<file path="config.mk">
export PLATFORM = sky130hd
export DESIGN_NAME = mux_rr_arbiter
export DESIGN_NICKNAME = d
export VERILOG_FILES = /design/src/rtl/mux_rr_arbiter.sv
export SDC_FILE = /design/constraint.sdc
export NUM_CORES = 1
export LEC_CHECK = 0
export ABC_AREA = 0
export CORE_MARGIN = 3
export CORE_UTILIZATION = 35
export CTS_CLUSTER_SIZE = 12
export DETAILED_ROUTE_END_ITERATION = 8
export HOLD_SLACK_MARGIN = 0.06
export PLACE_DENSITY = 0.84
export SYNTH_ARGS = -nofsm -noshare
export SYNTH_HDL_FRONTEND = slang
export SYNTH_SLANG_ARGS = --single-unit
</file>
<file path="constraint.sdc">
create_clock -name clock -period 1.6 [get_ports clock]
set_input_delay 0.32 -clock clock [delete_from_list [all_inputs] [get_ports clock]]
set_output_delay 0.32 -clock clock [all_outputs]
set_load 0.005 [all_outputs]
</file>
<file path="src/rtl/mux_rr_arbiter.sv">
//------------------------------------------------------------------------------
// Module      : mux_rr_arbiter
// Description : Arbiter that shares one 2:1 mux datapath between two
//               valid/ready requesters (T and F). The winner's payload is
//               registered into a single output stage with a valid/ready
//               handshake; cond records which requester supplied y.
//               Optional macro MUX_RR_ARBITER_FIXED_PRIO_EN replaces the
//               round-robin pointer with fixed priority (T always wins).
// Revision    : 1.0 - initial release
//------------------------------------------------------------------------------
`default_nettype none

module mux_rr_arbiter #(
  parameter int WIDTH = 8
) (
  input  logic             clock,
  input  logic             reset,
  input  logic             t_valid,
  input  logic [WIDTH-1:0] t_data,
  output logic             t_ready,
  input  logic             f_valid,
  input  logic [WIDTH-1:0] f_data,
  output logic             f_ready,
  output logic             y_valid,
  output logic [WIDTH-1:0] y,
  input  logic             y_ready,
  output logic             cond
);

  logic             r_y_valid;
  logic [WIDTH-1:0] r_y;
  logic             r_cond;
  logic             w_load_en;
  logic             w_grant_t;
  logic             w_grant_f;

  // The output stage can take a new word when empty or being drained.
  assign w_load_en = !r_y_valid | y_ready;

`ifdef MUX_RR_ARBITER_FIXED_PRIO_EN
  // Fixed priority: T wins every contention.
  always_comb begin
    w_grant_t = t_valid;
    w_grant_f = f_valid & !t_valid;
  end
`else
  // Set when the most recent transfer came from T; cleared means F.
  logic r_last_t;

  // Round-robin: a lone requester wins, contention goes to the one not served last.
  always_comb begin
    w_grant_t = t_valid & (!f_valid | !r_last_t);
    w_grant_f = f_valid & (!t_valid |  r_last_t);
  end

  // Track the last served requester; moves only on an actual transfer.
  always_ff @(posedge clock or negedge reset) begin
    if (!reset) begin
      r_last_t <= 1'b0;
    end else if (t_ready) begin
      r_last_t <= 1'b1;
    end else if (f_ready) begin
      r_last_t <= 1'b0;
    end
  end
`endif

  // Readies are forced low while reset is held so nothing is accepted.
  assign t_ready = reset & w_load_en & w_grant_t;
  assign f_ready = reset & w_load_en & w_grant_f;

  // Output stage: load the granted word, or empty out when drained with no grant.
  always_ff @(posedge clock or negedge reset) begin
    if (!reset) begin
      r_y_valid <= 1'b0;
      r_y       <= '0;
      r_cond    <= 1'b0;
    end else if (w_load_en) begin
      if (w_grant_t) begin
        r_y       <= t_data;
        r_cond    <= 1'b1;
        r_y_valid <= 1'b1;
      end else if (w_grant_f) begin
        r_y       <= f_data;
        r_cond    <= 1'b0;
        r_y_valid <= 1'b1;
      end else begin
        r_y_valid <= 1'b0;
      end
    end
  end

  assign y_valid = r_y_valid;
  assign y       = r_y;
  assign cond    = r_cond;

endmodule

`default_nettype wire

</file>
==> flow_summary.yaml, run 1 <==
logic_synthesis:
  synth_mux_area_share_pct: 0
  synth_area_sq_um: 554
  synth_cell_types: 20
  ys_warn_count: 0
  synth_seq_area_share_pct: 49.7
  synth.avg_cell_area_sq_um: 9.09
  synth_xor_area_share_pct: 0
  yosys.area_share.simple_pct: 20.3
  synth_top_family_by_area: "compound AO/OA/AOI/OAI gates"
  synth_compound_area_share_pct: 23.9
  synthesis.nets: 82
  synth_fa_ha_area_share_pct: 0
  synth.ff_latch_count: 11
  syn_inst: 61
clock_network:
  clk_latency_ns: 0.26
  cts_tree: "done"
  cts.sinks: 11
  cts_hold_buf: 0
  clk_pin_slew_ns: 0.07
  root_buffer: "clkbuf_4"
  clk_path_buf_depth: 2
  cts_made_buffers: 3
  htree_num_levels: 1
power_and_ir_drop:
  power_frac_seq_pct: 43.5
  netSwitchingFraction_pct: 27.3
  p_leak_nw: 0.425
  power.switching_mw: 0.223
  max-vdd-ir-drop_uv: 497
  p_per_area_mw_per_mm2: 848
  p_int_mw: 0.593
  combPwrFrac_pct: 34.1
  power_frac_clock_pct: 22.3
global_route:
  grt_max_degree: 12
  grt_usage_pct: 16.9
  grt_pass1_vias: 580
  globalRouteOverflowTotal: 0
  grt_pass1_wl_mm: 2.46
  antenna_found_initial: 0
cells_and_area:
  finalNetCount: 125
  area_delta_synth_final_pct: 73.6
  regArea_sq_um: 275
  fill_cells: 116
  post_route_cells_drive_above_1_share_pct: 20.4
  diodes: 0
  multi_input_area_sq_um: 255
  fin_area_sq_um: 962
critical_path:
  crit_start: "y_ready"
  r2r_start: "y_valid$_DFFE_PN0P_"
  arrival_ns: 1.24
  crit_path_end: "f_ready"
  crit_slowest_cell: "clkdlybuf4s50_1"
  end_kind: "output pin"
  path_cells: "clkdlybuf4s50_1 -> nand2b_4 -> nand3_1 -> nor2_1 -> buf_2"
  critical_path.max_stage_delay_ns: 0.46
  required_ns: 1.28
  path_class: "in -> out"
  reg2reg_depth: 4
  path_max_fanout: 4
  cp-start-kind: "input port"
  r2r_slack_ns: 0.47
  r2r_end: "y[5]$_DFFE_PN0P_"
routing:
  vias_per_cell: 5.16
  drt_wl_total_mm: 1.62
  ant_nets: 0
  num_vias: 609
  drc: 0
  dr.pass1.iters: 4
  wl_per_cell_um: 13.7
  drt_iter0_markers: 8
die:
  start_util_pct: 39.6
  fp.dieW_um: 45.8
  die_area_sq_mm: 0.00210
  die_h_um: 45.8
  core_sq_mm: 0.00140
  num_io_pins: 33
  rows: 13
timing:
  hold_violations: 0
  rsz0062_at_grt: "false"
  setup_viol: 0
  slew_viol_final: 0
  max_freq_mhz: 642
  slew_headroom_pct: 87.4
  layout_setup_ws_ns: 0.0412
  worst_slew_pin_slew_ns: 0.189
  clock_skew_ns: 0.00591
  min_period_over_period_pct: 97.4
  period_needed_ns: 1.56
placed_design:
  gp_congestion: 0.760
  dp_hpwl_mm: 1.25
  dpl-instance-area_sq_um: 931
  portBuffers: 32
  dp_slack_ns: -0.375
run_status:
  outcome: "complete, no violations"
worst_hold_path:
  worstHoldPathType: "in -> async"
flow_run:
  max-cap-violations: 0
## registers in the layout, indices dropped and copies added, names as in the netlist
signal / cells
y: 8
r_last_t: 1
y_valid: 1
cond: 1
## power by group through the flow
stage                     Clock, mW  Combinational [mW]  Sequential, mW
final                         0.182               0.278           0.355
after global routing          0.202               0.302           0.360
after CTS                     0.192               0.279           0.354
after detailed placement          0               0.279           0.358
after global placement            0               0.271           0.356
after floorplan                   0               0.101           0.358
## cell families after synthesis
logic type / after synthesis
DFF: 11
AOI/OAI and AO/OA: 20
and+or+nand+nor: 25
buffers and inverters: 5
## routing by layer
metal,vias to the layer above,global-route usage (%),part of all wire (%)
met3,2,2.77,11
li1,295,-,-
met5,-,0,0
met4,0,11.4,1.4
met1,277,17.8,37
met2,35,30.4,51
## cell usage in the layout (no fill, tap or decap), drive strengths merged
cell type,n
a21bo,1
a21boi,1
a21oi,8
a31oi,8
a32o,1
and2,1
and3,1
buf,12
clkbuf,4
clkdlybuf4s50,28
dfrtp,11
dlygate4sd2,2
inv,1
nand2,17
nand2b,2
nand3,1
nor2,1
nor2b,1
o21ai,1
or2,1
## per-stage QoR
stage	hold slack, ns	cells	power, mW	utilization [%]	setup TNS, ns
finish	0.439	118	0.816	68.8	0
global route	0.437	118	0.865	68.8	0
CTS	0.426	117	0.825	68.7	0
detailed placement	0.519	113	0.637	66.5	-1.39
global placement	0.515	113	0.627	66.5	-1.27
floorplan	0.0244	61	0.459	-	0
## worst max-delay path: cells and delay by family
family                 cells  cell delay, ns
buffers and inverters      2            0.58
AND/OR/NAND/NOR            3            0.34
## area by class of cell
| type | instances | share of cell area (%) |
|---|---|---|
| multi-input combinational | 45 | 26.5 |
| sequential | 11 | 28.6 |
| inverter | 1 | 0.390 |
| tap | 15 | 1.95 |
| timing repair buffer | 42 | 39.8 |
| clock buffer | 4 | 2.73 |
## synth_stat cells
master | count | area (sq um)
nor2b_1 | 1 | 6.26
a31oi_1 | 7 | 43.8
dfrtp_1 | 11 | 275
and3_1 | 1 | 6.26
or2_1 | 1 | 6.26
nor2_1 | 1 | 3.75
nand3_1 | 1 | 5.00
a31oi_2 | 1 | 12.5
a21oi_1 | 8 | 40.0
nand2_1 | 17 | 63.8
o21ai_1 | 1 | 5.00
nand2b_1 | 2 | 12.5
a21bo_2 | 1 | 10.0
inv_1 | 1 | 3.75
buf_6 | 2 | 22.5
clkbuf_1 | 1 | 3.75
buf_1 | 1 | 3.75
a21boi_2 | 1 | 11.3
and2_4 | 1 | 8.76
a32o_1 | 1 | 10.0
## worst min path at each step
stage | startpoint | end | slack, ns | cells past startpoint
final | reset | y[5]$_DFFE_PN0P_ | 0.44 | 2
after detailed placement | cond$_DFFE_PN0P_ | cond$_DFFE_PN0P_ | 0.52 | 2
after global routing | reset | y[5]$_DFFE_PN0P_ | 0.44 | 2
after global placement | cond$_DFFE_PN0P_ | cond$_DFFE_PN0P_ | 0.52 | 2
after CTS | reset | y[5]$_DFFE_PN0P_ | 0.43 | 2
after floorplan | reset | cond$_DFFE_PN0P_ | 0.02 | 0
## repair_timing
item	in CTS	in global routing
setup buffers	0	1
endpoints found under the setup margin	2	2
cloned	0	0
pin swaps	3	1
resized for setup	11	1
Note: power is estimated with default switching activity, not from simulation.
==> run 2, diff against run 1 <==
SKIP_LAST_GASP = 1   (was default)
==> results of run 2 <==
Same layout as run 1: the final DEF is identical, and so are final timing and power.
